### config.mk
export PLATFORM = sky130hd
export DESIGN_NAME = ttl_counter_191
export DESIGN_NICKNAME = d
export VERILOG_FILES = /design/src/rtl/ttl_pkg.sv /design/src/rtl/ttl_term_detect.sv /design/src/rtl/ttl_counter_191.sv
export SDC_FILE = /design/constraint.sdc
export NUM_CORES = 1
export LEC_CHECK = 0
export ABC_AREA = 1
export CORE_AREA = 2 2 39 41
export CTS_CLUSTER_SIZE = 24
export DETAILED_ROUTE_END_ITERATION = 10
export DIE_AREA = 0 0 41 43
export GPL_ROUTABILITY_DRIVEN = 0
export PLACE_DENSITY_LB_ADDON = 0.3
export RECOVER_POWER = 100
export SLEW_MARGIN = 5
export SYNTH_ARGS = -nofsm -noshare
export SYNTH_HDL_FRONTEND = slang
export SYNTH_HIERARCHICAL = 1
export SYNTH_SLANG_ARGS = --single-unit
### constraint.sdc
create_clock -name CLK -period 1.6 [get_ports CLK]
set_input_delay 0.16 -clock CLK [delete_from_list [all_inputs] [get_ports CLK]]
set_output_delay 0.16 -clock CLK [all_outputs]
set_load 0.05 [all_outputs]
### src/rtl/ttl_pkg.sv
// Shared types and helpers for the 74-section counter models.
// Provides the counter FSM state type, direction encodings and the load clamp.
// Imported by ttl_term_detect and ttl_counter_191.
package ttl_pkg;

  typedef enum logic {
    TTL_RUN  = 1'b0,
    TTL_HALT = 1'b1
  } ttl_cnt_state_t;

  localparam logic TTL_DIR_UP = 1'b0;
  localparam logic TTL_DIR_DN = 1'b1;

  // Load data at or beyond the modulus would leave the counter outside its
  // sequence, so it is pinned to the last legal value instead.
  function automatic int unsigned ttl_clamp(input int unsigned d,
                                            input int unsigned modulus);
    return (d >= modulus) ? (modulus - 1) : d;
  endfunction

endpackage

### src/rtl/ttl_term_detect.sv
// Combinational terminal-count compare for modulo counters.
// Ports: q/dn/ent in; at_term (Q at the terminal value for direction dn),
//        tc (at_term gated by the cascade enable ent) out.
module ttl_term_detect
  import ttl_pkg::*;
#(
  parameter int unsigned WIDTH = 4,
  parameter logic [WIDTH-1:0] TERM_UP = '1
) (
  input  logic [WIDTH-1:0] q,
  input  logic             dn,
  input  logic             ent,
  output logic             at_term,
  output logic             tc
);

  assign at_term = (dn == TTL_DIR_DN) ? (q == '0) : (q == TERM_UP);
  assign tc      = ent & at_term;

endmodule

### src/rtl/ttl_counter_191.sv
// Synchronous up/down modulo counter with cascade enables, parallel load
// and one-shot halt. Ports: CLK, CLR (async, active-high), LD, ENP, ENT, DN,
// ONESHOT, D in; Q, TC (combinational), HALTED, OVF out.
// Optional sticky wrap flag OVF is built only when TTL_COUNTER_OVF_EN is defined.
module ttl_counter_191
  import ttl_pkg::*;
#(
  parameter int unsigned WIDTH   = 4,
  parameter int unsigned MODULUS = 16
) (
  input  logic             CLK,
  input  logic             CLR,
  input  logic             LD,
  input  logic             ENP,
  input  logic             ENT,
  input  logic             DN,
  input  logic             ONESHOT,
  input  logic [WIDTH-1:0] D,
  output logic [WIDTH-1:0] Q,
  output logic             TC,
  output logic             HALTED,
  output logic             OVF
);

  localparam logic [WIDTH-1:0] TERM_UP = WIDTH'(MODULUS - 1);
  localparam logic [WIDTH-1:0] ONE     = WIDTH'(1);

  ttl_cnt_state_t   state, state_next;
  logic [WIDTH-1:0] q_r, q_next;
  logic [WIDTH-1:0] load_val;
  logic             at_term;
  logic             count_en;
  logic             wrap;

  ttl_term_detect #(
    .WIDTH   (WIDTH),
    .TERM_UP (TERM_UP)
  ) u_term (
    .q       (q_r),
    .dn      (DN),
    .ent     (ENT),
    .at_term (at_term),
    .tc      (TC)
  );

  assign load_val = WIDTH'(ttl_clamp(32'(D), MODULUS));
  assign count_en = ENP & ENT & (state == TTL_RUN) & ~LD;

  always_ff @(posedge CLK or posedge CLR) begin
    if (CLR) begin
      state <= TTL_RUN;
      q_r   <= '0;
    end else begin
      state <= state_next;
      q_r   <= q_next;
    end
  end

  always_comb begin
    state_next = state;
    q_next     = q_r;
    wrap       = 1'b0;
    if (LD) begin
      q_next     = load_val;
      state_next = TTL_RUN;
    end else if (count_en) begin
      if (at_term && ONESHOT) begin
        // Halt instead of wrapping: Q parks on the terminal value.
        state_next = TTL_HALT;
      end else if (at_term) begin
        wrap   = 1'b1;
        q_next = (DN == TTL_DIR_DN) ? TERM_UP : '0;
      end else begin
        q_next = (DN == TTL_DIR_DN) ? (q_r - ONE) : (q_r + ONE);
      end
    end
  end

  assign Q      = q_r;
  assign HALTED = (state == TTL_HALT);

`ifdef TTL_COUNTER_OVF_EN
  logic ovf_r;

  // Load clears the flag even if the same edge would otherwise wrap.
  always_ff @(posedge CLK or posedge CLR) begin
    if (CLR)       ovf_r <= 1'b0;
    else if (LD)   ovf_r <= 1'b0;
    else if (wrap) ovf_r <= 1'b1;
  end

  assign OVF = ovf_r;
`else
  assign OVF = 1'b0;
`endif

endmodule
==> results of run 1 <==
placed cells by master (no fill, tap or decap), drive strengths merged:
cell type      synthesis  routed
a21oi                  2       2
or2                    1       1
clkdlybuf4s50          0       8
dlygate4sd3            0       1
conb                   1       1
o22ai                  1       1
fa                     1       1
buf                    1       6
xor2                   1       1
clkbuf                 0       9
dfrtp                  5       5
nand3                  3       3
o211ai                 1       1
nor2                  11      11
clkinv                 0       1
ha                     2       2
inv                   12      12
dlygate4sd2            0       1
nand2                 23      23
o21ai                  5       5
cell type report:
type,count,area share
clock buffer,3,0.0339
clock inverter,1,0.00753
inverter,12,0.0678
multi-input combinational,52,0.397
sequential,5,0.194
tap,16,0.0301
timing repair buffer,22,0.269
routing by layer:
metal | track usage | share of wire | wire length, um
met3 | 0.0314 | 0.050 | 47
met2 | 0.194 | 0.42 | 391
met5 | 0 | 0 | 0
met4 | 0.120 | 0.031 | 29
met1 | 0.193 | 0.50 | 471
per-stage QoR:
stage / setup TNS [ns] / setup WS, ns
2_1_floorplan: 0 / 0.0200
3_3_place_gp: -0.338 / -0.156
3_5_place_dp: -0.426 / -0.168
4_1_cts: 0 / 0.0602
5_1_grt: 0 / 0.00337
6_report: 0 / 0.0841
power by group:
part           internal [uW]  total (uW)  switching (uW)
sequential               154         188            34.4
combinational            123         340             217
clock                   90.5         144            53.9
total                    367         672             305
sequential cells by signal, summed over array words and instances (netlist names):
name,cells
HALTED,1
Q,4
logic make-up (layout without fill, tap and decap cells):
group                      count (synthesis)  after routing
AOI/OAI and AO/OA                          9              9
xor gates and xnor gates                   1              1
adders and majority gates                  3              3
buffers and inverters                     13             38
DFF                                        5              5
other                                      1              1
and+or+nand+nor                           38             38
path summary, 6_finish.rpt:
check	startpoint	endpoint	slack [ns]	cells after the start
max in group asynchronous	CLR	Q[2]	1.17	2
min in group CLK	LD	HALTED	0.49	2
min	CLR	HALTED	0.25	2
max	Q[3]	TC	0.08	5
max reg2reg	Q[0]	Q[2]	0.15	6
min reg2reg	HALTED	HALTED	0.54	2
==> impl_metrics.ini, run 1 <==
[finish]
final_area_um2 = 664
nFillCells = 159
area_growth_pct = 50.4
nets = 110
finalCoreUtilization = 0.480
final_cells = 111
multi_input_area_um2 = 264
seqCellArea_um2 = 129
drive_above_1_share = 0.200
n_antenna_cell = 0

[sta]
timing.final.hold_violations = 0
max_slew_margin = 0.605
holdWs_ns = 0.248
clock_skew_ns = 0.00548
period_minus_slack_ns = 1.52
setup_viol = 0
period_share = 0.947
worst_pin_slew_ns = 0.595
rsz0062_at_grt = no
maxSlewViolCount = 0
fmax_ghz = 0.660

[routing]
dr.pass1.iters = 2
via_count = 455
routedWlPerCell_um = 8.48
postRouteAntennaNets = 0
drtIter0Drc = 1
vias_per_cell = 4.10
wl_um = 941
drc = 0

[floorplanning]
die_h_um = 43
die_area_um2 = 1760
boundaryPins = 18
core_um2 = 1380
start_util = 0.319
rows = 14
die_w_um = 41

[logic_synthesis]
synth_top_area_frac = 0.283
synthCells = 70
synthSimpleGateAreaFrac = 0.348
synth.area.mux_share = 0
synth-xor-area-share = 0.0198
post_synth_fa_ha_maj_area_fraction = 0.102
synth_edf_count = 0
synth_ff_type = dfrtp_1
syn_area_um2 = 442
synth_common_cells = 22 x nand2_1, 10 x nor2_1, 9 x inv_1
yosysWarnings = 6
ys_ff_latch = 5
synth.yosys.seq_area_share = 0.283
ys_types = 19
synth_top_family_by_area = simple AND/OR/NAND/NOR gates
syn_avg_cell_area_um2 = 6.31
synthTopCellsByArea = dfrtp_1 28%, nand2_1 19%, nor2_1 8.5%
synth_nets = 84
async_flop_share = 1.00
synth_compound_area_frac = 0.119
synth_most_common_cell = nand2_1
yosys.area.top_type = dfrtp_1

[clock_tree]
post_cts_resize_count = 1
clk_root_buffer_cell = clkbuf_4
clk_pin_slew_ns = 0.05
cts_sinks = 5
cts_buffer_depth = 2
clock_latency_ns = 0.25
cts_tree = yes
hold_buffers = 0
post_cts_buffers = 0
htree_levels = 1
cts_buffers = 3

[placed_design]
place_inst = 107
dpl.hpwl_um = 819
port_buffers = 16
placed_area_um2 = 661

[power]
power-per-cell-area_nw_per_um2 = 1010
leakage_uw = 0.000344
power_uw = 672
vdd_ir_drop_max_mv = 0.609

[worst_setup_path]
worst_ep_required_time_ns = 1.44
critPathMaxFanout = 6
end_kind = primary output
crit_arrival_ns = 1.36
crit_type = register to primary output
crit_chain = nor2_1, nand3_1, buf_4, a21oi_2, buf_12
crit_family = flip-flops
slowest_delay_ns = 0.43
crit_buf_inv = 2
crit_path_start_kind = register
cpMaxStageDelayCell = dfrtp_1

[grt]
track_usage = 0.146
overflow = 0
antenna_found_initial = 0
grt_pass1_vias = 440
grt_max_degree = 7
grt_pass1_wl_um = 1680

[worst_hold_path]
hold_path.class = input port to async pin

[run]
maxCapViolCount = 0

[outcome]
status = finished, final reports clean
Power figures use the tool's default switching activity.
==> run 2, diff against run 1 <==
--- a/config.mk
+++ b/config.mk
@@ -13,7 +13,8 @@
 export GPL_ROUTABILITY_DRIVEN = 0
 export PLACE_DENSITY_LB_ADDON = 0.3
 export RECOVER_POWER = 100
-export SLEW_MARGIN = 5
+export SETUP_SLACK_MARGIN = 0.05
+export SLEW_MARGIN = 20
 export SYNTH_ARGS = -nofsm -noshare
 export SYNTH_HDL_FRONTEND = slang
 export SYNTH_HIERARCHICAL = 1
==> run 2 against run 1 <==
Compared with the run above:
- highest routed layer unchanged
- first-iteration DRC count rose to 6.0 times the previous value
- fmax up 1.2%
- flip-flop and latch count unchanged
- sequential power about the same
- critical path type unchanged
==> impl_metrics.ini, run 2 (synthesized netlist as in run 1, its figures left out) <==
[outcome]
status = finished, final reports clean

[placed_design]
port_buffers = 16
dpl.hpwl_um = 842

[floorplanning]
rows = 14
die_w_um = 41
die_area_um2 = 1760
start_util = 0.319
die_h_um = 43
core_um2 = 1380
boundaryPins = 18

[finish]
n_antenna_cell = 0
nFillCells = 148
nets = 109
drive_above_1_share = 0.191
seqCellArea_um2 = 130
largest_reg_flops = 4
area_growth_pct = 47.9
final_cell_mix = 23 x nand2_1, 10 x nor2_1, 9 x inv_1
multi_input_area_um2 = 269
final_common_cell = nand2_1

[clock_tree]
clock_latency_ns = 0.24
htree_levels = 1
hold_buffers = 0
cts_buffer_depth = 2
clk_pin_slew_ns = 0.05
clk_root_buffer_cell = clkbuf_4
cts_sinks = 5
cts_tree = yes
cts_buffers = 3

[grt]
grt_pass1_vias = 419
overflow = 0
grt_pass1_wl_um = 1660
antenna_found_initial = 0
grt_max_degree = 7
track_usage = 0.139

[sta]
rsz0062_at_grt = no
period_share = 0.937
clock_skew_ns = 0.00126
max_slew_margin = 0.602
period_minus_slack_ns = 1.50
setup_viol = 0
holdWs_ns = 0.247
maxSlewViolCount = 0
timing.final.hold_violations = 0
worst_pin_slew_ns = 0.599
fmax_ghz = 0.667

[routing]
routedWlPerCell_um = 9.14
postRouteAntennaNets = 0
wl_um = 1010
drtIter0Drc = 6
via_count = 471
drc = 0
dr.pass1.iters = 4
vias_per_cell = 4.28

[worst_setup_path]
crit_family = flip-flops
critPathMaxFanout = 6
worst_ep_required_time_ns = 1.44
crit_arrival_ns = 1.34
crit_type = register to primary output
cpMaxStageDelayCell = dfrtp_2
r2r-start = Q[0]
r2r_end = Q[2]
slowest_delay_ns = 0.40
crit_chain = nand2_1, nor2_1, nand2_1, buf_4, a21oi_4, buf_4
end_kind = primary output
r2r_cells = 6
crit_buf_inv = 2
reg2reg_slack_ns = 0.16
crit_path_start_kind = register

[power]
p_int_uw = 371
power-per-cell-area_nw_per_um2 = 1040
power_uw = 682
vdd_ir_drop_max_mv = 0.412
leakage_uw = 0.000337
power_frac_comb = 0.505
switching_share = 0.456
seq_power_share = 0.274
clkPwrFrac = 0.221
switching_power_uw = 311

[run]
maxCapViolCount = 0

[worst_hold_path]
hold_path.class = input port to async pin
## run 2: cell count changes in the layout (fill, tap and decap cells not counted), sizes merged
| cell | delta |
|---|---|
| clkinv | -1 |
## run 2: power groups by stage
stage	combinational [uW]	clock, uW	sequential [uW]
after floorplan	165	0	266
after global placement	368	0	188
after detailed placement	372	0	189
after CTS	373	160	187
after global routing	385	165	191
final	344	151	187
## run 2: stage by stage
step,std cells,worst slack [ns],utilization,cell area [um2],setup TNS (ns)
floorplan,70,0.0333,-,447,0
global placement,106,-0.0517,0.473,654,-0.157
detailed placement,106,-0.0885,0.473,654,-0.277
CTS,110,0.0712,0.491,679,0
global route,110,0.0344,0.472,653,0
finish,110,0.102,0.472,653,0
## run 2: timing repair
item	4_1_cts	5_1_grt
setup endpoints to repair	1	1
resized for setup	1	1
setup buffers	0	0
## run 2: final cells by class
type                    instances  share of cell area
multi-input cells              52               0.412
clock buffers                   4              0.0402
repair buffers                 21               0.249
well taps                      16              0.0307
inverters                      12              0.0690
flip-flops and latches          5               0.199
## run 2: metal layers
| layer | global-route usage | part of all wire | wire (um) |
|---|---|---|---|
| met1 | 0.195 | 0.45 | 455 |
| met2 | 0.188 | 0.47 | 472 |
| met3 | 0.0157 | 0.056 | 56 |
| met4 | 0.100 | 0.019 | 19 |
| met5 | 0 | 0 | 0 |
## run 2: worst register-to-register path, cell delays in order (launching register included)
cell and delay [ns]:
dfrtp_2 0.39, inv_1 0.09, fa_1 0.43, xor2_1 0.15
o21ai_1 0.11, nand2_1 0.05, o21ai_0 0.13
## run 2: worst max-delay path by stage
stage,startpoint,end,cells past startpoint
after floorplan,Q[0],Q[2],6
after global placement,DN,Q[2],7
after detailed placement,DN,Q[3],11
after CTS,Q[3],TC,5
after global routing,Q[3],TC,6
final,Q[3],TC,6
